$ cat src/rtl/atm_session_ctrl_if.sv
`default_nettype none
// ============================================================================
// Module : atm_session_ctrl_if
// Front-end / controller bundle: config port, session strobes and response.
// Rev    : 1.0
// ============================================================================
interface atm_session_ctrl_if #(
    parameter int NUM_CARDS = 5,
    parameter int CARD_W    = 32,
    parameter int PIN_W     = 20,
    parameter int AMT_W     = 32
);
    localparam int IDX_W = (NUM_CARDS > 1) ? $clog2(NUM_CARDS) : 1;

    logic              cfg_we;
    logic [IDX_W-1:0]  cfg_idx;
    logic [CARD_W-1:0] cfg_card;
    logic [PIN_W-1:0]  cfg_pin;
    logic [AMT_W-1:0]  cfg_bal;
    logic              start;
    logic              card_valid;
    logic [CARD_W-1:0] card_num;
    logic              pin_valid;
    logic [PIN_W-1:0]  pin;
    logic              txn_valid;
    logic [2:0]        txn;
    logic [AMT_W-1:0]  amount;
    logic              busy;
    logic [2:0]        state_o;
    logic              resp_valid;
    logic [2:0]        resp_code;
    logic [AMT_W-1:0]  balance_o;

    modport master (
        output cfg_we, cfg_idx, cfg_card, cfg_pin, cfg_bal,
        output start, card_valid, card_num, pin_valid, pin,
        output txn_valid, txn, amount,
        input  busy, state_o, resp_valid, resp_code, balance_o
    );

    modport slave (
        input  cfg_we, cfg_idx, cfg_card, cfg_pin, cfg_bal,
        input  start, card_valid, card_num, pin_valid, pin,
        input  txn_valid, txn, amount,
        output busy, state_o, resp_valid, resp_code, balance_o
    );
endinterface
`default_nettype wire

$ cat src/rtl/atm_session_ctrl.sv
`default_nettype none
// ============================================================================
// Module : atm_session_ctrl
// Multi-account ATM session controller: card lookup, PIN lockout, transactions.
// Rev    : 1.0
// ============================================================================
module atm_session_ctrl #(
    parameter int NUM_CARDS   = 5,
    parameter int CARD_W      = 32,
    parameter int PIN_W       = 20,
    parameter int AMT_W       = 32,
    parameter int MAX_TRIES   = 3,
    parameter int WDR_LIMIT   = 20000,
    parameter int TIMEOUT_CYC = 1000
) (
    input  logic              clk,
    input  logic              rst,
    atm_session_ctrl_if.slave bus
);
    localparam int IDX_W = (NUM_CARDS > 1) ? $clog2(NUM_CARDS) : 1;
    localparam int TRY_W = $clog2(MAX_TRIES + 1);
    localparam int TMR_W = $clog2(TIMEOUT_CYC + 1);

    localparam logic [AMT_W:0] c_WDR_LIMIT = (AMT_W + 1)'(WDR_LIMIT);

    localparam logic [2:0] c_RESP_OK       = 3'd0;
    localparam logic [2:0] c_RESP_BAD_CARD = 3'd1;
    localparam logic [2:0] c_RESP_BAD_PIN  = 3'd2;
    localparam logic [2:0] c_RESP_LOCKED   = 3'd3;
    localparam logic [2:0] c_RESP_INSUF    = 3'd4;
    localparam logic [2:0] c_RESP_LIMIT    = 3'd5;
    localparam logic [2:0] c_RESP_OVF      = 3'd6;
    localparam logic [2:0] c_RESP_TIMEOUT  = 3'd7;

    localparam logic [2:0] c_TXN_DEP  = 3'd1;
    localparam logic [2:0] c_TXN_WDR  = 3'd2;
    localparam logic [2:0] c_TXN_BAL  = 3'd3;
    localparam logic [2:0] c_TXN_EXIT = 3'd4;

    typedef enum logic [2:0] {
        S_IDLE      = 3'd0,
        S_WAIT_CARD = 3'd1,
        S_SCAN      = 3'd2,
        S_WAIT_PIN  = 3'd3,
        S_MENU      = 3'd4,
        S_EXEC      = 3'd5,
        S_END       = 3'd6
    } state_t;

    // Account table storage has no reset so a mid-session reset cannot disturb balances.
    logic [CARD_W-1:0] r_card [NUM_CARDS];
    logic [PIN_W-1:0]  r_pin  [NUM_CARDS];
    logic [AMT_W-1:0]  r_bal  [NUM_CARDS];
    logic [NUM_CARDS-1:0] r_lock;
    logic [TRY_W-1:0]  r_tries [NUM_CARDS];

    state_t            r_state;
    logic [IDX_W-1:0]  r_scan_idx;
    logic [IDX_W-1:0]  r_act_idx;
    logic [CARD_W-1:0] r_card_lat;
    logic [2:0]        r_txn;
    logic [AMT_W-1:0]  r_amt;
    logic [AMT_W-1:0]  r_wdr_tot;
    logic [TMR_W-1:0]  r_timer;
    logic              r_resp_valid;
    logic [2:0]        r_resp_code;
    logic [AMT_W-1:0]  r_balance;

    logic              w_cfg_hit;
    logic [AMT_W-1:0]  w_cur_bal;
    logic [AMT_W:0]    w_dep_sum;
    logic [AMT_W:0]    w_wdr_sum;
    logic              w_dep_ovf;
    logic              w_wdr_insuf;
    logic              w_wdr_limit;
    logic              w_bal_we;
    logic [AMT_W-1:0]  w_bal_wdata;
    logic              w_scan_match;
    logic              w_scan_last;
    logic              w_pin_ok;
    logic [TRY_W-1:0]  w_tries_nx;
    logic              w_lock_now;
    logic              w_tmo;

    assign w_cfg_hit    = (r_state == S_IDLE) && bus.cfg_we &&
                          ({1'b0, bus.cfg_idx} < (IDX_W + 1)'(NUM_CARDS));
    assign w_cur_bal    = r_bal[r_act_idx];
    assign w_dep_sum    = {1'b0, w_cur_bal} + {1'b0, r_amt};
    assign w_wdr_sum    = {1'b0, r_wdr_tot} + {1'b0, r_amt};
    assign w_dep_ovf    = w_dep_sum[AMT_W];
    assign w_wdr_insuf  = r_amt > w_cur_bal;
    assign w_wdr_limit  = w_wdr_sum > c_WDR_LIMIT;
    assign w_scan_match = (r_card[r_scan_idx] == r_card_lat);
    assign w_scan_last  = (r_scan_idx == IDX_W'(NUM_CARDS - 1));
    assign w_pin_ok     = (bus.pin == r_pin[r_act_idx]);
    assign w_tries_nx   = r_tries[r_act_idx] + 1'b1;
    assign w_lock_now   = (w_tries_nx >= TRY_W'(MAX_TRIES));
    assign w_tmo        = (r_timer == TMR_W'(TIMEOUT_CYC - 1));

    assign w_bal_we    = (r_state == S_EXEC) &&
                         (((r_txn == c_TXN_DEP) && !w_dep_ovf) ||
                          ((r_txn == c_TXN_WDR) && !w_wdr_insuf && !w_wdr_limit));
    assign w_bal_wdata = (r_txn == c_TXN_DEP) ? w_dep_sum[AMT_W-1:0] : (w_cur_bal - r_amt);

    always_ff @(posedge clk) begin
        if (w_cfg_hit) begin
            r_card[bus.cfg_idx] <= bus.cfg_card;
            r_pin[bus.cfg_idx]  <= bus.cfg_pin;
            r_bal[bus.cfg_idx]  <= bus.cfg_bal;
        end else if (w_bal_we) begin
            r_bal[r_act_idx] <= w_bal_wdata;
        end
    end

    always_ff @(posedge clk or posedge rst) begin
        if (rst) begin
            r_state      <= S_IDLE;
            r_scan_idx   <= '0;
            r_act_idx    <= '0;
            r_card_lat   <= '0;
            r_txn        <= '0;
            r_amt        <= '0;
            r_wdr_tot    <= '0;
            r_timer      <= '0;
            r_resp_valid <= 1'b0;
            r_resp_code  <= '0;
            r_balance    <= '0;
            r_lock       <= '0;
            for (int i = 0; i < NUM_CARDS; i++) begin
                r_tries[i] <= '0;
            end
        end else begin
            r_resp_valid <= 1'b0;
            case (r_state)
                S_IDLE: begin
                    if (bus.cfg_we) begin
                        if (w_cfg_hit) begin
                            r_lock[bus.cfg_idx]  <= 1'b0;
                            r_tries[bus.cfg_idx] <= '0;
                        end
                    end else if (bus.start) begin
                        r_state <= S_WAIT_CARD;
                    end
                end
                S_WAIT_CARD: begin
                    if (bus.card_valid) begin
                        if (bus.card_num == '0) begin
                            r_resp_valid <= 1'b1;
                            r_resp_code  <= c_RESP_BAD_CARD;
                            r_state      <= S_IDLE;
                        end else begin
                            r_card_lat <= bus.card_num;
                            r_scan_idx <= '0;
                            r_state    <= S_SCAN;
                        end
                    end
                end
                S_SCAN: begin
                    if (w_scan_match) begin
                        if (r_lock[r_scan_idx]) begin
                            r_resp_valid <= 1'b1;
                            r_resp_code  <= c_RESP_LOCKED;
                            r_state      <= S_IDLE;
                        end else begin
                            r_act_idx <= r_scan_idx;
                            r_timer   <= '0;
                            r_state   <= S_WAIT_PIN;
                        end
                    end else if (w_scan_last) begin
                        r_resp_valid <= 1'b1;
                        r_resp_code  <= c_RESP_BAD_CARD;
                        r_state      <= S_IDLE;
                    end else begin
                        r_scan_idx <= r_scan_idx + 1'b1;
                    end
                end
                S_WAIT_PIN: begin
                    if (bus.pin_valid) begin
                        r_timer      <= '0;
                        r_resp_valid <= 1'b1;
                        if (w_pin_ok) begin
                            r_resp_code        <= c_RESP_OK;
                            r_balance          <= w_cur_bal;
                            r_tries[r_act_idx] <= '0;
                            r_wdr_tot          <= '0;
                            r_state            <= S_MENU;
                        end else begin
                            r_tries[r_act_idx] <= w_tries_nx;
                            if (w_lock_now) begin
                                r_lock[r_act_idx] <= 1'b1;
                                r_resp_code       <= c_RESP_LOCKED;
                                r_state           <= S_IDLE;
                            end else begin
                                r_resp_code <= c_RESP_BAD_PIN;
                            end
                        end
                    end else if (w_tmo) begin
                        r_timer      <= '0;
                        r_resp_valid <= 1'b1;
                        r_resp_code  <= c_RESP_TIMEOUT;
                        r_state      <= S_IDLE;
                    end else begin
                        r_timer <= r_timer + 1'b1;
                    end
                end
                S_MENU: begin
                    if (bus.txn_valid) begin
                        r_timer <= '0;
                        r_txn   <= bus.txn;
                        r_amt   <= bus.amount;
                        if (bus.txn == c_TXN_EXIT) begin
                            r_resp_valid <= 1'b1;
                            r_resp_code  <= c_RESP_OK;
                            r_balance    <= w_cur_bal;
                            r_state      <= S_END;
                        end else begin
                            r_state <= S_EXEC;
                        end
                    end else if (w_tmo) begin
                        r_timer      <= '0;
                        r_resp_valid <= 1'b1;
                        r_resp_code  <= c_RESP_TIMEOUT;
                        r_state      <= S_IDLE;
                    end else begin
                        r_timer <= r_timer + 1'b1;
                    end
                end
                S_EXEC: begin
                    r_timer      <= '0;
                    r_resp_valid <= 1'b1;
                    r_state      <= S_MENU;
                    case (r_txn)
                        c_TXN_DEP: begin
                            if (w_dep_ovf) begin
                                r_resp_code <= c_RESP_OVF;
                            end else begin
                                r_resp_code <= c_RESP_OK;
                                r_balance   <= w_bal_wdata;
                            end
                        end
                        c_TXN_WDR: begin
                            if (w_wdr_insuf) begin
                                r_resp_code <= c_RESP_INSUF;
                            end else if (w_wdr_limit) begin
                                r_resp_code <= c_RESP_LIMIT;
                            end else begin
                                r_resp_code <= c_RESP_OK;
                                r_balance   <= w_bal_wdata;
                                r_wdr_tot   <= w_wdr_sum[AMT_W-1:0];
                            end
                        end
                        c_TXN_BAL: begin
                            r_resp_code <= c_RESP_OK;
                            r_balance   <= w_cur_bal;
                        end
                        default: begin
                            r_resp_code <= c_RESP_OVF;
                        end
                    endcase
                end
                S_END: begin
                    r_wdr_tot  <= '0;
                    r_timer    <= '0;
                    r_act_idx  <= '0;
                    r_scan_idx <= '0;
                    r_card_lat <= '0;
                    r_txn      <= '0;
                    r_amt      <= '0;
                    r_state    <= S_IDLE;
                end
                default: begin
                    r_state <= S_IDLE;
                end
            endcase
        end
    end

    assign bus.busy       = (r_state != S_IDLE);
    assign bus.state_o    = r_state;
    assign bus.resp_valid = r_resp_valid;
    assign bus.resp_code  = r_resp_code;
    assign bus.balance_o  = r_balance;

endmodule
`default_nettype wire
$ cat src/flat_wrapper.sv
// flat-port wrapper written by rule: the top's interface ports become plain ports
module atm_session_ctrl_flat 
#(
    parameter int NUM_CARDS   = 5,
    parameter int CARD_W      = 32,
    parameter int PIN_W       = 20,
    parameter int AMT_W       = 32,
    parameter int MAX_TRIES   = 3,
    parameter int WDR_LIMIT   = 20000,
    parameter int TIMEOUT_CYC = 1000
)
  (clk, rst, bus_cfg_we, bus_cfg_idx, bus_cfg_card, bus_cfg_pin, bus_cfg_bal, bus_start, bus_card_valid, bus_card_num, bus_pin_valid, bus_pin, bus_txn_valid, bus_txn, bus_amount, bus_busy, bus_state_o, bus_resp_valid, bus_resp_code, bus_balance_o);
  atm_session_ctrl_if #(.NUM_CARDS(NUM_CARDS), .CARD_W(CARD_W), .PIN_W(PIN_W), .AMT_W(AMT_W)) bus_i ();
  input  logic clk;
  input  logic rst;
  input wire logic [$bits(bus_i.cfg_we)-1:0] bus_cfg_we;
  input wire logic [$bits(bus_i.cfg_idx)-1:0] bus_cfg_idx;
  input wire logic [$bits(bus_i.cfg_card)-1:0] bus_cfg_card;
  input wire logic [$bits(bus_i.cfg_pin)-1:0] bus_cfg_pin;
  input wire logic [$bits(bus_i.cfg_bal)-1:0] bus_cfg_bal;
  input wire logic [$bits(bus_i.start)-1:0] bus_start;
  input wire logic [$bits(bus_i.card_valid)-1:0] bus_card_valid;
  input wire logic [$bits(bus_i.card_num)-1:0] bus_card_num;
  input wire logic [$bits(bus_i.pin_valid)-1:0] bus_pin_valid;
  input wire logic [$bits(bus_i.pin)-1:0] bus_pin;
  input wire logic [$bits(bus_i.txn_valid)-1:0] bus_txn_valid;
  input wire logic [$bits(bus_i.txn)-1:0] bus_txn;
  input wire logic [$bits(bus_i.amount)-1:0] bus_amount;
  output wire logic [$bits(bus_i.busy)-1:0] bus_busy;
  output wire logic [$bits(bus_i.state_o)-1:0] bus_state_o;
  output wire logic [$bits(bus_i.resp_valid)-1:0] bus_resp_valid;
  output wire logic [$bits(bus_i.resp_code)-1:0] bus_resp_code;
  output wire logic [$bits(bus_i.balance_o)-1:0] bus_balance_o;
  assign bus_i.cfg_we = bus_cfg_we;
  assign bus_i.cfg_idx = bus_cfg_idx;
  assign bus_i.cfg_card = bus_cfg_card;
  assign bus_i.cfg_pin = bus_cfg_pin;
  assign bus_i.cfg_bal = bus_cfg_bal;
  assign bus_i.start = bus_start;
  assign bus_i.card_valid = bus_card_valid;
  assign bus_i.card_num = bus_card_num;
  assign bus_i.pin_valid = bus_pin_valid;
  assign bus_i.pin = bus_pin;
  assign bus_i.txn_valid = bus_txn_valid;
  assign bus_i.txn = bus_txn;
  assign bus_i.amount = bus_amount;
  assign bus_busy = bus_i.busy;
  assign bus_state_o = bus_i.state_o;
  assign bus_resp_valid = bus_i.resp_valid;
  assign bus_resp_code = bus_i.resp_code;
  assign bus_balance_o = bus_i.balance_o;
  atm_session_ctrl #(.NUM_CARDS(NUM_CARDS), .CARD_W(CARD_W), .PIN_W(PIN_W), .AMT_W(AMT_W), .MAX_TRIES(MAX_TRIES), .WDR_LIMIT(WDR_LIMIT), .TIMEOUT_CYC(TIMEOUT_CYC)) u_core (.clk(clk), .rst(rst), .bus(bus_i));
endmodule
$ cat config.mk
export PLATFORM = sky130hd
export DESIGN_NAME = atm_session_ctrl_flat
export DESIGN_NICKNAME = d
export VERILOG_FILES = /design/src/rtl/atm_session_ctrl_if.sv /design/src/rtl/atm_session_ctrl.sv /design/src/flat_wrapper.sv
export SDC_FILE = /design/constraint.sdc
export NUM_CORES = 1
export LEC_CHECK = 0
export CAP_MARGIN = 20
export CORE_MARGIN = 8
export CORE_UTILIZATION = 59
export CTS_CLUSTER_DIAMETER = 120
export DETAILED_ROUTE_END_ITERATION = 6
export GPL_TIMING_DRIVEN = 0
export PLACE_DENSITY = 0.8
export SYNTH_ARGS = -nofsm -noshare
export SYNTH_HDL_FRONTEND = slang
export SYNTH_SLANG_ARGS = --single-unit
$ cat constraint.sdc
create_clock -name clk -period 10.3 [get_ports clk]
set_input_delay 3.09 -clock clk [delete_from_list [all_inputs] [get_ports clk]]
set_output_delay 3.09 -clock clk [all_outputs]
set_load 0.01 [all_outputs]
# == Word-level counts from Yosys, hierarchy flattened ==
# Memory sizes are Yosys's and may differ from the RTL's.
# Index checks and enable logic that the tools add are counted.
# word_totals
romBits,0
ram_bits,420
n_memories,3
latchBits,0
reg_bits,169
# memory_table
name,words,width,rd,rd_clocked_by_memory_dff,wr,line,text
u_core.r_bal,5,32,1,0,1,atm_session_ctrl.sv:53,logic [AMT_W-1:0] r_bal [NUM_CARDS];
u_core.r_card,5,32,1,0,1,atm_session_ctrl.sv:51,logic [CARD_W-1:0] r_card [NUM_CARDS];
u_core.r_pin,5,20,1,0,1,atm_session_ctrl.sv:52,logic [PIN_W-1:0] r_pin [NUM_CARDS];
# classes
shift,0
n_lt_le_gt_ge,13
eq_ne,42
bitwise_logic,9
n_mul,0
reduce_logical,39
n_div,0
muxes,110
n_addsub,6
# op_table
op,count
$mux 32,17
$pmux 32 s3,3
$pmux 32 s2,2
$mux 3,31
$mux 10,9
$add 32x32->33,2
$pmux 10 s4,1
$gt 33x15->1 const B,1
$eq 32x32->1,1
$gt 32x32->1,1
$logic_not 32->1,1
$reduce_or 32->1,1
$sub 32x32->32,1
$ne 2x2->1 const B,14
$mux 5,5
$and 10x10->10,2
$eq 20x20->1,1
$not 10->10,2
$pmux 10 s2,1
$mux 1,19
$pmux 3 s3,2
$pmux 3 s6,1
$reduce_and 6->1,3
$eq 3x3->1 const B,5
46 further kinds,93

# == Logic depth before layout (Yosys ltp) ==
# Gate-level depths: netlist (run 1).
# An unclocked memory read counts as a cell.
# logic_depth
ltp_word,12
ltp_mapped,23
mapped_depth_nobuf,19

# == Worst setup path after synthesis (run 1) ==
# OpenSTA, ideal clock, no wires.
# synth_timing
kind,input to register
from,input port bus_cfg_idx[0]
to,memory u_core.r_bal[0][0] (enable)
required_time_ps,9872
setup_slack_ps,-10
cell_stages,5
t_arrival_ps,9882
n_path_buf,1
cell_sequence,clkbuf_1 o21ai_0 nand3_1 nor4_1 o21bai_1
# synth_via
elab_chain_len,6
word_cells_on_any_way,9
cone_classes,1 x order compare; 6 x mux; 2 x reduce/logical
# synth_lines
item,line,text
start: declaration,flat_wrapper.sv:17,input wire logic [$bits(bus_i.cfg_idx)-1:0] bus_cfg_idx;
$lt 3x3->1,atm_session_ctrl.sv:86,"({1'b0, bus.cfg_idx} < (IDX_W + 1)'(NUM_CARDS));"
$logic_and 1x1->1,atm_session_ctrl.sv:85,assign w_cfg_hit = (r_state == S_IDLE) && bus.cfg_we &&
$mux 1,atm_session_ctrl.sv:106,if (w_cfg_hit) begin
$mux 1 (not written as such),atm_session_ctrl.sv:111,r_bal[r_act_idx] <= w_bal_wdata;
$reduce_or 32->1 (no source line),-,
$mux 3 (no source line) or $mux 1 (tied branches),-,
end: declaration,atm_session_ctrl.sv:53,
# Parallel ways exist; a longest one is shown, timed or not.

# == Worst setup path after layout (run 1) ==
# layout_timing
from,register u_core.r_act_idx[0]
to,memory u_core.r_bal[2][29] (enable)
# layout_via
elab_chain_len,12
word_cells_on_any_way,16
cone_classes,1 x add/sub; 1 x order compare; 5 x mux; 8 x reduce/logical; 1 x memory
# layout_lines
item,line,text
start: declaration,atm_session_ctrl.sv:59,logic [IDX_W-1:0] r_act_idx;
start signal: assignment,atm_session_ctrl.sv:165,r_act_idx <= r_scan_idx;
$mem_v2 5x32,-,
$gt 32x32->1,atm_session_ctrl.sv:91,assign w_wdr_insuf = r_amt > w_cur_bal;
$logic_not 1->1,atm_session_ctrl.sv:102,((r_txn == c_TXN_WDR) && !w_wdr_insuf && !w_wdr_limit));
$logic_and 1x1->1 (2 in series),atm_session_ctrl.sv:102,
$logic_or 1x1->1,atm_session_ctrl.sv:101,(((r_txn == c_TXN_DEP) && !w_dep_ovf) ||
$logic_and 1x1->1,atm_session_ctrl.sv:100,assign w_bal_we = (r_state == S_EXEC) &&
$mux 1,atm_session_ctrl.sv:110,end else if (w_bal_we) begin
$mux 1,atm_session_ctrl.sv:106,
$mux 1 (not written as such),atm_session_ctrl.sv:111,
$reduce_or 32->1 (no source line),-,
$mux 3 (no source line) or $mux 1 (tied branches),-,
# Parallel ways exist; a longest one is shown, timed or not.

==> results of run 1 <==
-- kinds of logic (layout without fill, tap and decap cells) --
kind of cell | Yosys count | in the layout | share of synthesized area, %
flops | 589 | 589 | 56.77
other cells | 0 | 2 | 0
xor+xnor | 101 | 101 | 2.982
fa+ha+maj | 104 | 104 | 4.462
mux | 230 | 230 | 9.870
simple gates | 595 | 595 | 9.435
buf+inv | 226 | 575 | 2.952
compound gates | 615 | 615 | 13.53
-- worst min-delay path by stage --
stage / from / endpoint / slack, ps / cells past startpoint
finish: u_core.bus.balance_o[5]$_DFFE_PP0P_ / u_core.bus.balance_o[5]$_DFFE_PP0P_ / 490 / 1
global route: u_core.r_wdr_tot[18]$_DFFE_PP0P_ / u_core.r_wdr_tot[18]$_DFFE_PP0P_ / 500 / 1
CTS: u_core.r_wdr_tot[20]$_DFFE_PP0P_ / u_core.r_wdr_tot[20]$_DFFE_PP0P_ / 500 / 1
detailed placement: u_core.r_wdr_tot[22]$_DFFE_PP0P_ / u_core.r_wdr_tot[22]$_DFFE_PP0P_ / 480 / 1
global placement: u_core.bus.balance_o[1]$_DFFE_PP0P_ / u_core.bus.balance_o[1]$_DFFE_PP0P_ / 470 / 1
floorplan: u_core.r_tries[3]$_DFFE_PP0P_ / u_core.r_tries[3]$_DFFE_PP0P_ / 440 / 2
-- sequential cells by signal, summed over array words and instances (netlist names) --
name / count
u_core.bus.balance_o: 32
u_core.r_timer: 10
u_core.r_card: 160
u_core.r_card_lat: 32
u_core.r_tries: 10
u_core.r_wdr_tot: 32
u_core.r_act_idx: 3
u_core.r_pin: 100
u_core.bus.resp_valid: 1
u_core.r_lock: 5
u_core.bus.state_o: 3
u_core.r_txn: 3
u_core.bus.resp_code: 3
u_core.r_amt: 32
u_core.r_scan_idx: 3
u_core.r_bal: 160
-- synth_stat cells, types with 9 or more instances --
cell type / instances
sky130_fd_sc_hd__nand4_1: 10
sky130_fd_sc_hd__and2_1: 27
sky130_fd_sc_hd__nand2_1: 221
sky130_fd_sc_hd__or3_1: 10
sky130_fd_sc_hd__or2_2: 9
sky130_fd_sc_hd__o21bai_1: 21
sky130_fd_sc_hd__ha_1: 101
sky130_fd_sc_hd__o21a_1: 16
sky130_fd_sc_hd__nor3_1: 35
sky130_fd_sc_hd__nor4_1: 33
sky130_fd_sc_hd__edfxtp_1: 420
sky130_fd_sc_hd__o31ai_1: 46
sky130_fd_sc_hd__clkbuf_1: 91
sky130_fd_sc_hd__buf_1: 11
sky130_fd_sc_hd__nor2_1: 136
sky130_fd_sc_hd__xor2_1: 34
sky130_fd_sc_hd__xnor2_1: 67
sky130_fd_sc_hd__a21oi_1: 167
sky130_fd_sc_hd__buf_2: 13
sky130_fd_sc_hd__dfrtp_1: 169
sky130_fd_sc_hd__mux2_2: 58
sky130_fd_sc_hd__inv_1: 108
sky130_fd_sc_hd__o211ai_1: 14
sky130_fd_sc_hd__mux2i_1: 108
sky130_fd_sc_hd__a22oi_1: 53
sky130_fd_sc_hd__and3_1: 15
sky130_fd_sc_hd__nand2b_1: 17
sky130_fd_sc_hd__a21o_1: 20
sky130_fd_sc_hd__a211oi_1: 17
sky130_fd_sc_hd__nand3_1: 34
sky130_fd_sc_hd__nor2b_1: 20
sky130_fd_sc_hd__mux2_1: 22
sky130_fd_sc_hd__o2111ai_1: 10
sky130_fd_sc_hd__a221oi_1: 12
sky130_fd_sc_hd__o21ai_0: 136
sky130_fd_sc_hd__mux4_2: 42
-- power by group through the flow --
| stage | combinational [mW] | sequential [mW] | clock, mW |
|---|---|---|---|
| global route | 1.05 | 2.75 | 2.26 |
| CTS | 0.971 | 2.74 | 2.18 |
| finish | 0.976 | 2.75 | 2.16 |
| detailed placement | 0.957 | 2.79 | 0 |
| global placement | 0.917 | 2.79 | 0 |
| floorplan | 0.622 | 2.78 | 0 |
-- per-layer routing --
metal / routed length, microns / vias up / track usage (%)
met3: 7149 / 203 / 5.868
met5: 71 / - / 0
met4: 3871 / 10 / 12.78
met2: 43550 / 1147 / 51.48
li1: - / 9854 / -
met1: 33880 / 10740 / 37.55
-- through the flow --
stage | area (sq um) | std cells | util [%]
6_report | 35090 | 3483 | 70.37
5_1_grt | 35080 | 3481 | 70.36
4_1_cts | 35070 | 3480 | 70.34
3_5_place_dp | 33120 | 3368 | 66.42
3_3_place_gp | 32700 | 3351 | 65.59
2_1_floorplan | 29670 | 2460 | -
-- final cells by class --
class	count	area share, %
tap	672	2.396
clock buffer	70	4.472
clock inverter	42	1.095
buffer	118	1.341
inverter	108	1.177
antenna	2	0.01426
timing repair buffer	237	7.232
sequential	589	48.00
multi-input combinational	1645	34.28
-- worst reg2reg max path, cell delays in order (launching register included) --
cell and delay, ps:
sky130_fd_sc_hd__dfrtp_1 380, sky130_fd_sc_hd__clkbuf_1 400, sky130_fd_sc_hd__buf_1 740, sky130_fd_sc_hd__buf_1 750, sky130_fd_sc_hd__clkbuf_1 710, sky130_fd_sc_hd__nor2_1 120
sky130_fd_sc_hd__a21oi_1 150, sky130_fd_sc_hd__o21ai_0 300, sky130_fd_sc_hd__ha_1 640, sky130_fd_sc_hd__nand3_1 260, sky130_fd_sc_hd__nor3_1 390, sky130_fd_sc_hd__and2_1 190
sky130_fd_sc_hd__a31oi_1 190, sky130_fd_sc_hd__a211oi_1 490, sky130_fd_sc_hd__o211ai_1 190, sky130_fd_sc_hd__a21oi_1 260, sky130_fd_sc_hd__nor3b_1 520, sky130_fd_sc_hd__a21oi_2 320
sky130_fd_sc_hd__clkbuf_1 360, sky130_fd_sc_hd__buf_6 250, sky130_fd_sc_hd__o21bai_4 600, sky130_fd_sc_hd__buf_16 260
==> impl_metrics.env, run 1 <==
export IMPL_critical_path_reg2reg_startpoint="u_core.r_act_idx[0]$_DFFE_PP0P_"
export IMPL_critical_path_startpoint="u_core.r_act_idx[0]$_DFFE_PP0P_"
export IMPL_syn_to_final_growth_pct=18.28
export IMPL_timing_critical_path_mode_cell="sky130_fd_sc_hd__clkbuf_1"
export IMPL_grt_max_degree=89
export IMPL_cell_taking_the_most_area_after_synthesis="sky130_fd_sc_hd__edfxtp_1"
export IMPL_cts_root_buffer_cell="sky130_fd_sc_hd__clkbuf_16"
export IMPL_insertion_delay_ps=650
export IMPL_grtUsageTotal_pct=30.22
export IMPL_drt_vias_per_instance=6.304
export IMPL_period_share_pct=85.45
export IMPL_p_per_area_nw_per_um2=167.6
export IMPL_nets=3044
export IMPL_cp_slowest_cell="sky130_fd_sc_hd__buf_1"
export IMPL_die_width_microns=240.2
export IMPL_cts_hold_buffers=0
export IMPL_synth_async_sr_flop_share_pct=28.69
export IMPL_number_of_global_route_vias_before_repair=22240
export IMPL_hold_path_class="register to register"
export IMPL_worstPathBufferInverterCount=7
export IMPL_cts_repair_timing_setup_buffer_count=0
export IMPL_gp_routability_congestion=0.9479
export IMPL_residual_overflow_from_global_routing=0
export IMPL_area_sequential_sq_um=16840
export IMPL_syn_mean_instance_area_sq_um=12.06
export IMPL_crit_reg2reg_capture="u_core.r_bal[2][29]$_DFFE_PP_"
export IMPL_final_common_cell="sky130_fd_sc_hd__edfxtp_1"
export IMPL_cts_resized=0
export IMPL_yosysWarnings=0
export IMPL_leading_post_synthesis_cells_by_cell_area="sky130_fd_sc_hd__edfxtp_1, sky130_fd_sc_hd__dfrtp_1, sky130_fd_sc_hd__ha_1"
export IMPL_worst_endpoint_arrival_ps=9120
export IMPL_layout_setup_ws_ps=1499
export IMPL_detailroute_via_count=21960
export IMPL_critical_path_startpoint_type="register"
export IMPL_reg2reg_depth=21
export IMPL_rsz0062_at_grt="no"
export IMPL_power_share_combinational_pct=16.6
export IMPL_timing_critical_path_fanout_max=17
export IMPL_timing_critical_path_depth=21
export IMPL_crit_chain="clkbuf_1 > buf_1 > buf_1 > clkbuf_1 > nor2_1 > a21oi_1 > o21ai_0 > ha_1 > nand3_1 > nor3_1 > and2_1 > a31oi_1 > a211oi_1 > o211ai_1 > a21oi_1 > nor3b_1 > a21oi_2 > clkbuf_1 > buf_6 > o21bai_4 > buf_16"
export IMPL_multi_input_comb_area_sq_um=12030
export IMPL_class_of_the_most_critical_setup_path="register to register"
export IMPL_irDropWorstVdd_mv=0.1819
export IMPL_design_power_total_mw=5.881
export IMPL_design_core_area_sq_um=49860
export IMPL_synth_top_cell_area_share_pct=42.52
export IMPL_detailedPlace_worstSlack_ps=1589
export IMPL_slew_headroom_pct=23.24
export IMPL_seq_power_share_pct=46.7
export IMPL_detail_route_antenna_nets=0
export IMPL_clock_skew_final_ps=43.43
export IMPL_worst_margin_pin_slew_ps=1147
export IMPL_placement_rows=82
export IMPL_number_of_detailed_routing_iterations_run_before_antenna_repair=6
export IMPL_hpwl_mm=64.99
export IMPL_net_switching_share_of_the_total_power_pct=26.41
export IMPL_cts_made_buffers=60
export IMPL_max_stage_delay_ps=740
export IMPL_grt_pass1_wl_mm=132.5
export IMPL_edff_count_synth=420
export IMPL_power_report_internal_total_mw=4.328
export IMPL_leakagePower_nw=13.21
export IMPL_fillCellCount=3568
export IMPL_drc_viols=0
export IMPL_finalHoldViolCount=0
export IMPL_timing_reg2reg_setup_slack_ps=1500
export IMPL_area_of_the_die_sq_um=57710
export IMPL_cts_tree="done"
export IMPL_clock_slew_at_reported_path_ffs_ps=60
export IMPL_syn_num_nets=2745
export IMPL_timing_final_crit_period_ps=8801
export IMPL_final_cell_mix="sky130_fd_sc_hd__edfxtp_1, sky130_fd_sc_hd__nand2_1, sky130_fd_sc_hd__clkdlybuf4s50_1"
export IMPL_required_ps=10620
export IMPL_fmaxAchievable_mhz=113.6
export IMPL_outcome="completed"
export IMPL_synth_distinct_cells=79
export IMPL_hold_worst_slack_ps=489.7
export IMPL_crit_end="u_core.r_bal[2][29]$_DFFE_PP_"
export IMPL_cp_top_family="buffers and inverters"
export IMPL_cap_viol_max_count=0
export IMPL_clock_sinks=589
export IMPL_dieHeight_microns=240.2
export IMPL_design_portCount=221
export IMPL_switching_power_mw=1.553
export IMPL_drive_above_1_share_pct=9.220
export IMPL_wl_per_cell_microns=25.42
export IMPL_cts_buffer_depth=3
export IMPL_ys_flop_type="sky130_fd_sc_hd__edfxtp_1"
export IMPL_initial_antenna_violation_count=7
export IMPL_netlist_instances=2460
export IMPL_cts_htree_levels=2
export IMPL_setup_total_negative_slack_ps=0
export IMPL_number_of_failing_setup_endpoints_in_the_final_timing_report=0
export IMPL_final_max_slew_violation_count=0
export IMPL_effective_utilization_at_floorplan_pct=59.49
export IMPL_ys_ff_latch=589
export IMPL_clock_power_share_pct=36.7
export IMPL_ys_seq_area_share_pct=56.77
export IMPL_end_kind="register"
export IMPL_post_synth_instance_area_sq_um=29660
export IMPL_portBuffers=219
export IMPL_drt_total_wl_mm=88.52
export IMPL_detail_route_iter0_violations=2229
(Power assumes the default switching activity.)
==> run 2: changes to the inputs <==
--- a/config.mk
+++ b/config.mk
@@ -7,11 +7,11 @@
 export LEC_CHECK = 0
 export CAP_MARGIN = 20
 export CORE_MARGIN = 8
-export CORE_UTILIZATION = 59
+export CORE_UTILIZATION = 58
 export CTS_CLUSTER_DIAMETER = 120
 export DETAILED_ROUTE_END_ITERATION = 6
 export GPL_TIMING_DRIVEN = 0
-export PLACE_DENSITY = 0.8
+export PLACE_DENSITY = 0.79
 export SYNTH_ARGS = -nofsm -noshare
 export SYNTH_HDL_FRONTEND = slang
 export SYNTH_SLANG_ARGS = --single-unit
==> run 2 against run 1 <==
Compared with the run above: combinational power barely moved; register-to-register slack barely moved; die area rose by 1.6%; sequential share of layout area fell by 0.22 points; cell count rose by 0.46%; global-route usage fell by 0.60 points; hold slack got worse by 5.5 ps; highest routed layer unchanged; cell area rose by 0.46%.
==> impl_metrics.env, run 2 (synthesis results as in run 1) <==
export IMPL_outcome="completed"
export IMPL_timing_critical_path_fanout_max=19
export IMPL_final_cell_mix="sky130_fd_sc_hd__edfxtp_1, sky130_fd_sc_hd__nand2_1, sky130_fd_sc_hd__clkdlybuf4s50_1"
export IMPL_residual_overflow_from_global_routing=0
export IMPL_min_from="u_core.bus.balance_o[1]$_DFFE_PP0P_"
export IMPL_slew_headroom_pct=23.36
export IMPL_cts_hold_buffers=0
export IMPL_critical_path_startpoint_type="register"
export IMPL_cap_viol_max_count=0
export IMPL_hpwl_mm=65.95
export IMPL_number_of_global_route_vias_before_repair=22270
export IMPL_cts_htree_levels=3
export IMPL_syn_to_final_growth_pct=18.82
export IMPL_postPlaceCellArea_sq_um=33120
export IMPL_gp_routability_congestion=0.9322
export IMPL_finalHoldViolCount=0
export IMPL_initial_antenna_violation_count=8
export IMPL_drt_total_wl_mm=89.43
export IMPL_period_share_pct=85.58
export IMPL_drc_viols=0
export IMPL_dieHeight_microns=242.2
export IMPL_worst_margin_pin_slew_ps=1145
export IMPL_min_to="u_core.bus.balance_o[1]$_DFFE_PP0P_"
export IMPL_grtUsageTotal_pct=29.62
export IMPL_grt_max_degree=126
export IMPL_p_per_area_nw_per_um2=170.7
export IMPL_cts_tree="done"
export IMPL_cts_repair_timing_setup_buffer_count=0
export IMPL_timing_reg2reg_setup_slack_ps=1490
export IMPL_cts_root_buffer_cell="sky130_fd_sc_hd__clkbuf_16"
export IMPL_cts_made_buffers=66
export IMPL_fmaxAchievable_mhz=113.4
export IMPL_rsz0062_at_grt="no"
export IMPL_placement_rows=83
export IMPL_required_ps=10610
export IMPL_detail_route_iter0_violations=2178
export IMPL_end_kind="register"
export IMPL_setup_total_negative_slack_ps=0
export IMPL_cts_resized=0
export IMPL_clock_slew_at_reported_path_ffs_ps=60
export IMPL_hold_path_stages=1
export IMPL_drive_above_1_share_pct=9.485
export IMPL_cts_buffer_depth=3
export IMPL_final_max_slew_violation_count=0
export IMPL_critical_path_reg2reg_startpoint="u_core.r_act_idx[0]$_DFFE_PP0P_"
export IMPL_design_core_area_sq_um=50990
export IMPL_detailedPlace_worstSlack_ps=1654
export IMPL_reg2reg_depth=21
export IMPL_hold_path_class="register to register"
export IMPL_drt_vias_per_instance=6.292
export IMPL_portBuffers=219
export IMPL_wl_per_cell_microns=25.56
export IMPL_final_common_cell="sky130_fd_sc_hd__edfxtp_1"
export IMPL_die_width_microns=242.2
export IMPL_number_of_detailed_routing_iterations_run_before_antenna_repair=7
export IMPL_clock_sinks=589
export IMPL_class_of_the_most_critical_setup_path="register to register"
export IMPL_layout_top_registers="u_core.r_bal: 160 flops, u_core.r_card: 160 flops, u_core.r_pin: 100 flops"
export IMPL_crit_reg2reg_capture="u_core.r_bal[4][25]$_DFFE_PP_"
export IMPL_area_of_the_die_sq_um=58640
export IMPL_timing_final_crit_period_ps=8815
export IMPL_hold_worst_slack_ps=484.2
export IMPL_leakagePower_nw=13.30
export IMPL_detailroute_via_count=22020
export IMPL_effective_utilization_at_floorplan_pct=58.18
export IMPL_layout_setup_ws_ps=1485
export IMPL_design_portCount=221
export IMPL_irDropWorstVdd_mv=0.1736
export IMPL_number_of_failing_setup_endpoints_in_the_final_timing_report=0
export IMPL_worst_endpoint_arrival_ps=9130
export IMPL_insertion_delay_ps=610
export IMPL_clock_skew_final_ps=32.81
export IMPL_grt_pass1_wl_mm=134.3
export IMPL_nets=3050
export IMPL_detail_route_antenna_nets=0
export IMPL_stdcell_area_sq_um=35250
run 2: routing by layer:
metal  part of all wire [%]  GRT usage [%]  wire (microns)  vias to the layer above
li1                       -              -               -                     9869
met1                     38          36.39           34110                    10840
met2                     49          50.07           43980                     1078
met3                    8.0          6.559            7116                      221
met4                    4.7          12.95            4192                        6
met5                  0.039              0              35                        -
run 2: cell type report:
class | instances | area [sq um]
inverters | 108 | 412.9
diodes | 4 | 10.01
fillers | 3638 | 15740
flip-flops and latches | 589 | 16840
clock buffers | 81 | 1749
multi-input cells | 1645 | 12030
plain buffers | 118 | 470.5
repair buffers | 237 | 2522
well taps | 680 | 850.8
clock inverters | 37 | 365.4
run 2: worst max-delay path, cell delays in order, from the launching register on:
cell and delay [ps]:
sky130_fd_sc_hd__dfrtp_1 390, sky130_fd_sc_hd__clkbuf_1 430, sky130_fd_sc_hd__buf_1 720, sky130_fd_sc_hd__buf_1 780, sky130_fd_sc_hd__clkbuf_1 710, sky130_fd_sc_hd__nor2_1 110, sky130_fd_sc_hd__a21oi_1 160, sky130_fd_sc_hd__o21ai_0 290
sky130_fd_sc_hd__ha_1 610, sky130_fd_sc_hd__nand3_1 260, sky130_fd_sc_hd__nor3_1 380, sky130_fd_sc_hd__and2_1 180, sky130_fd_sc_hd__a31oi_1 200, sky130_fd_sc_hd__a211oi_1 480, sky130_fd_sc_hd__o211ai_1 170, sky130_fd_sc_hd__a21oi_1 310
sky130_fd_sc_hd__nor3b_1 560, sky130_fd_sc_hd__a21oi_2 330, sky130_fd_sc_hd__clkbuf_1 380, sky130_fd_sc_hd__buf_8 260, sky130_fd_sc_hd__o21ai_4 500, sky130_fd_sc_hd__buf_16 250
run 2: worst max path at each step:
stage               depth (start not counted)                            end                       startpoint  slack, ps
CTS                                        21  u_core.r_bal[4][26]$_DFFE_PP_  u_core.r_act_idx[0]$_DFFE_PP0P_       1600
floorplan                                   5   u_core.r_bal[0][0]$_DFFE_PP_                   bus_cfg_idx[0]       2280
finish                                     21  u_core.r_bal[4][25]$_DFFE_PP_  u_core.r_act_idx[0]$_DFFE_PP0P_       1490
global route                               21  u_core.r_bal[4][26]$_DFFE_PP_  u_core.r_act_idx[0]$_DFFE_PP0P_       1160
global placement                           19  u_core.r_bal[3][25]$_DFFE_PP_  u_core.r_act_idx[0]$_DFFE_PP0P_      -1840
detailed placement                         21  u_core.r_bal[4][24]$_DFFE_PP_  u_core.r_act_idx[0]$_DFFE_PP0P_       1650
run 2: report_power, final:
group          internal, mW  switching [mW]
combinational         0.437           0.537
clock                  1.32           0.973
sequential             2.67          0.0727
total                  4.43            1.58
run 2: through the flow:
step                      utilization (%)  cells  power [mW]
after global placement              64.16   3359       3.709
after CTS                           69.10   3494       6.027
after floorplan                         -   2460       3.399
final                               69.13   3499       6.017
after global routing                69.11   3495       6.218
after detailed placement            64.95   3376       3.750
==> run 3: changes to the inputs <==
--- a/config.mk
+++ b/config.mk
@@ -8,6 +8,7 @@
 export CAP_MARGIN = 20
 export CORE_MARGIN = 8
 export CORE_UTILIZATION = 58
+export CTS_BUF_LIST = sky130_fd_sc_hd__clkbuf_16
 export CTS_CLUSTER_DIAMETER = 120
 export DETAILED_ROUTE_END_ITERATION = 6
 export GPL_TIMING_DRIVEN = 0
==> run 3 against run 2 <==
Compared with the run above: maximum frequency down 0.18%; core utilization is essentially flat; via count grew 0.19%; critical endpoint unchanged.
==> impl_metrics.env, run 3 (synthesis results as in run 1) <==
export IMPL_drt_vias_per_instance=6.306
export IMPL_die_width_microns=242.2
export IMPL_dieHeight_microns=242.2
export IMPL_class_of_the_most_critical_setup_path="register to register"
export IMPL_design_portCount=221
export IMPL_cts_repair_timing_setup_buffer_count=0
export IMPL_timing_final_crit_period_ps=8830
export IMPL_timing_critical_path_mode_cell="sky130_fd_sc_hd__clkbuf_1"
export IMPL_critical_path_startpoint_type="register"
export IMPL_number_of_failing_setup_endpoints_in_the_final_timing_report=0
export IMPL_layout_top_registers="u_core.r_bal: 160 flops, u_core.r_card: 160 flops, u_core.r_pin: 100 flops"
export IMPL_worstPathBufferInverterCount=7
export IMPL_timing_critical_path_fanout_max=19
export IMPL_effective_utilization_at_floorplan_pct=58.18
export IMPL_insertion_delay_ps=610
export IMPL_rsz0062_at_grt="no"
export IMPL_residual_overflow_from_global_routing=0
export IMPL_irDropWorstVdd_mv=0.1730
export IMPL_crit_chain="clkbuf_1 > buf_1 > buf_1 > clkbuf_1 > nor2_1 > a21oi_1 > o21ai_0 > ha_1 > nand3_1 > nor3_1 > and2_1 > a31oi_1 > a211oi_1 > o211ai_1 > a21oi_1 > nor3b_1 > a21oi_2 > clkbuf_1 > buf_8 > o21ai_4 > buf_16"
export IMPL_required_ps=10610
export IMPL_clock_sinks=589
export IMPL_syn_to_final_growth_pct=18.75
export IMPL_cap_viol_max_count=0
export IMPL_leakagePower_nw=13.33
export IMPL_wl_per_cell_microns=25.57
export IMPL_min_from="u_core.bus.balance_o[1]$_DFFE_PP0P_"
export IMPL_design_core_area_sq_um=50990
export IMPL_detailroute_via_count=22060
export IMPL_nets=3050
export IMPL_stdcell_count=3498
export IMPL_detail_route_iter0_violations=2221
export IMPL_area_of_the_die_sq_um=58640
export IMPL_cts_resized=0
export IMPL_cts_buffer_depth=3
export IMPL_worst_endpoint_arrival_ps=9140
export IMPL_cts_tree="done"
export IMPL_drt_total_wl_mm=89.44
export IMPL_final_max_slew_violation_count=0
export IMPL_detail_route_antenna_nets=0
export IMPL_cts_root_buffer_cell="sky130_fd_sc_hd__clkbuf_16"
export IMPL_worst_margin_pin_slew_ps=1140
export IMPL_drc_viols=0
export IMPL_number_of_global_route_vias_before_repair=22250
export IMPL_number_of_detailed_routing_iterations_run_before_antenna_repair=6
export IMPL_place_inst=3376
export IMPL_critical_path_startpoint="u_core.r_act_idx[0]$_DFFE_PP0P_"
export IMPL_finalHoldViolCount=0
export IMPL_stdcell_area_sq_um=35230
export IMPL_detailedPlace_worstSlack_ps=1654
export IMPL_grt_max_degree=126
export IMPL_initial_antenna_violation_count=8
export IMPL_clock_slew_at_reported_path_ffs_ps=60
export IMPL_cts_hold_buffers=0
export IMPL_grt_pass1_wl_mm=134.3
export IMPL_max_stage_delay_ps=800
export IMPL_end_kind="register"
export IMPL_gp_routability_congestion=0.9322
export IMPL_final_core_utilization_pct=69.08
export IMPL_slew_headroom_pct=23.74
export IMPL_outcome="completed"
export IMPL_portBuffers=219
export IMPL_fmaxAchievable_mhz=113.2
export IMPL_drive_above_1_share_pct=9.414
export IMPL_cp_slowest_cell="sky130_fd_sc_hd__buf_1"
export IMPL_final_cell_mix="sky130_fd_sc_hd__edfxtp_1, sky130_fd_sc_hd__nand2_1, sky130_fd_sc_hd__clkdlybuf4s50_1"
export IMPL_cts_htree_levels=3
export IMPL_postPlaceCellArea_sq_um=33120
export IMPL_hpwl_mm=65.95
export IMPL_hold_path_class="register to register"
export IMPL_period_share_pct=85.73
export IMPL_placement_rows=83
export IMPL_fillCellCount=3643
export IMPL_critical_path_reg2reg_startpoint="u_core.r_act_idx[0]$_DFFE_PP0P_"
export IMPL_p_per_area_nw_per_um2=169.9
export IMPL_layout_setup_ws_ps=1470
export IMPL_hold_worst_slack_ps=484.2
export IMPL_cts_made_buffers=66
export IMPL_cp_top_family="buffers and inverters"
export IMPL_grtUsageTotal_pct=29.60
export IMPL_final_common_cell="sky130_fd_sc_hd__edfxtp_1"
export IMPL_clock_skew_final_ps=35.43
==> run 3: cell types whose count changed in the layout (fill, tap and decap cells not counted) <==
cell,change
sky130_fd_sc_hd__clkbuf_8,-2
sky130_fd_sc_hd__diode_2,-1
sky130_fd_sc_hd__clkinv_1,+2
sky130_fd_sc_hd__inv_1,+12
sky130_fd_sc_hd__clkbuf_1,-12
==> run 3: area by class of cell <==
type / count / area [sq um] / area share [%]
timing repair buffer: 237 / 2522 / 7.161
antenna: 3 / 7.507 / 0.02131
multi-input combinational: 1645 / 12030 / 34.14
clock inverter: 51 / 417.9 / 1.186
clock buffer: 67 / 1677 / 4.760
sequential: 589 / 16840 / 47.81
buffer: 118 / 470.5 / 1.336
inverter: 108 / 412.9 / 1.172
tap: 680 / 850.8 / 2.415
==> run 3: per-stage QoR <==
stage | power (mW) | setup TNS, ps
6_report | 5.986 | 0
2_1_floorplan | 3.399 | 0
4_1_cts | 6.001 | 0
3_5_place_dp | 3.750 | 0
5_1_grt | 6.192 | 0
3_3_place_gp | 3.709 | -223220
==> run 3: per-layer routing <==
layer  global-route usage [%]  wire length (microns)  vias up
met4                    13.00                   4176        8
met1                    36.45                  34440    10880
met2                    49.96                  43810     1079
li1                         -                      -     9873
met3                    6.470                   6965      214
met5                        0                     50        -
==> run 3: power breakdown <==
group,internal (mW),switching (mW),leakage [nW]
clock network,1.30,0.970,1.07
registers,2.67,0.0729,6.00
logic,0.437,0.537,6.26
==> run 3: final timing paths <==
kind | endpoint | slack [ps] | cells after the start
min | u_core.bus.balance_o[1]$_DFFE_PP0P_ | 480 | 1
min in group asynchronous | u_core.r_wdr_tot[6]$_DFFE_PP0P_ | 2880 | 2
max reg2reg | u_core.r_bal[4][25]$_DFFE_PP_ | 1470 | 21
min reg2reg | u_core.bus.balance_o[1]$_DFFE_PP0P_ | 480 | 1
max in group asynchronous | u_core.r_amt[17]$_DFFE_PP0P_ | 6450 | 3
max | u_core.r_bal[4][25]$_DFFE_PP_ | 1470 | 21
==> patch: new RTL, settings of run 3 <==
`WDR_LIMIT` is set to 20000 in 2 places; all go to 15000.
--- a/src/rtl/atm_session_ctrl.sv
+++ b/src/rtl/atm_session_ctrl.sv
@@ -10,7 +10,7 @@
     parameter int PIN_W       = 20,
     parameter int AMT_W       = 32,
     parameter int MAX_TRIES   = 3,
-    parameter int WDR_LIMIT   = 20000,
+    parameter int WDR_LIMIT   = 15000,
     parameter int TIMEOUT_CYC = 1000
 ) (
     input  logic              clk,
--- a/src/flat_wrapper.sv
+++ b/src/flat_wrapper.sv
@@ -6,7 +6,7 @@
     parameter int PIN_W       = 20,
     parameter int AMT_W       = 32,
     parameter int MAX_TRIES   = 3,
-    parameter int WDR_LIMIT   = 20000,
+    parameter int WDR_LIMIT   = 15000,
     parameter int TIMEOUT_CYC = 1000
 )
   (clk, rst, bus_cfg_we, bus_cfg_idx, bus_cfg_card, bus_cfg_pin, bus_cfg_bal, bus_start, bus_card_valid, bus_card_num, bus_pin_valid, bus_pin, bus_txn_valid, bus_txn, bus_amount, bus_busy, bus_state_o, bus_resp_valid, bus_resp_code, bus_balance_o);
Formal check against the unedited RTL: no difference found for any inputs over 4 cycles, from zero or initial values and one cycle with rst high; that may be too few to reach the edited logic, so the function may still have changed.
==> patch against run 3 <==
  * Total power about the same
  * Sequential cell count unchanged
  * Routed wire length down 7.0%
  * Clock skew up 12 ps
  * Area after synthesis down 0.97%
  * Via count down 3.3%
  * Setup slack worse by 34 ps
  * First-iteration DRC count down 7.3%
  * Core utilization up 0.21 points
  * Cell area down 1.5%
  * Critical path type unchanged
  * Largest cell class unchanged
  * Largest power group unchanged
==> patch: results (changes against run 3) <==
Status
  – Outcome: complete, no violations (unchanged)

Yosys
  – Multiplexer share of the synthesized area: 9.70% (was 9.87%)
  – Dominant cells by area after synthesis: edfxtp_1, dfrtp_1, ha_1 (unchanged)
  – Xor and xnor area share after synthesis: 3.31% (was 2.98%)
  – Synth Area in Adders: 4.51% (was 4.46%)
  – Sequential area share after synthesis: 57.3% (was 56.8%)
  – Synth Area in Compound Gates: 13.1% (was 13.5%)

CTS
  – Insertion delay to the later sink of the worst-skew pair: 640 ps (was 610 ps)
  – Count of H-tree levels built during CTS: 2 (was 3)
  – Clock buffers created by TritonCTS: 60 (was 66)

GRT
  – Global-route wire length before repair: 126000 um (was 134000 um)
  – Vias in the first global route: 21300 (was 22200)
  – Combined global-route utilization of all metal layers: 28.3% (was 29.6%)
  – Pin count of the biggest net entering global routing: 104 (was 126)
  – Initial antenna violation count: 5 (was 8)

Pwr
  – Lkg Pwr: 13.1 nW (was 13.3 nW)
  – Largest vdd supply drop: 0.178 mV (was 0.173 mV)

Critical path
  – End of the worst register-to-register path: u_core.r_bal[3][28] (was u_core.r_bal[4][25])
  – Critical-path top delay cell: nor4_1 (was buf_1)
  – Arrival time at the worst endpoint: 9250 ps (was 9140 ps)

Placed design
  – Routability cong.: 0.932 (about the same)

Route
  – Routed length on met1: 32800 um (was 34400 um)
  – Initial DRC count: 2059 (was 2221)
  – Post-detailed-route via-to-cell ratio: 6.27 (was 6.31)
  – Total met2 wirelength after detailed routing: 40600 um (was 43800 um)
  – Sum of met3 wire segment lengths after detailed routing: 6390 um (was 6970 um)

Cells and area
  – Share of post-route cells with drive strength above 1: 8.99% (was 9.41%)

Min path
  – Number of cells on the worst hold path: 2 (was 1)
  – Startpoint of the tightest hold check path: u_core.r_tries[6] (was u_core.bus.balance_o[1])

Timing
  – Final clock skew: 47.0 ps (was 35.4 ps)
patch: cell types whose count changed in the layout (fill, tap and decap cells not counted), sizes merged, moves of 18 or more:
cell / before / now
mux2: 80 / 61
xnor2: 67 / 86
a21oi: 169 / 123
nand2: 221 / 177
o31ai: 46 / 15
a31oi: 7 / 30
nor2: 136 / 118
nand3: 34 / 55
a22o: 8 / 57
patch: metal layers:
layer	GRT usage (%)	up-vias
li1	-	9583
met1	36.3	10600
met2	47.4	940
met3	5.79	181
met4	11.0	4
met5	0	-
patch: area by class of cell:
| cell class | count | area, um2 | share of cell area [%] |
|---|---|---|---|
| antenna | 3 | 7.51 | 0.0216 |
| multi-input combinational | 1566 | 11700 | 33.9 |
| buffer | 118 | 484 | 1.40 |
| clock inverter | 54 | 357 | 1.03 |
| inverter | 103 | 394 | 1.14 |
| timing repair buffer | 235 | 2520 | 7.28 |
| sequential | 589 | 16800 | 48.5 |
| clock buffer | 60 | 1500 | 4.33 |
| tap | 672 | 841 | 2.42 |
patch: through the flow:
stage | hold WS, ps | worst slack [ps] | instances | cell area (um2) | setup TNS (ps)
after floorplan | 445 | 2630 | 2376 | 29400 | 0
after global placement | 465 | -1600 | 3267 | 32400 | -176690
after detailed placement | 472 | 1530 | 3283 | 32800 | 0
after CTS | 487 | 1480 | 3397 | 34700 | 0
after global routing | 508 | 997 | 3398 | 34700 | 0
final | 484 | 1440 | 3400 | 34700 | 0
patch: report_power, final:
group          switching, mW  internal [mW]  leakage (nW)
Clock                  0.926           1.13         0.984
Combinational          0.649          0.497          6.16
Sequential            0.0870           2.69          6.00
Total                   1.66           4.32          13.1
patch: cell families after synthesis:
logic type	Yosys count
muxes	217
DFF	589
and+or+nand+nor	550
AOI/OAI and AO/OA	584
xor gates and xnor gates	111
buffers and inverters	221
adders and majority gates	104
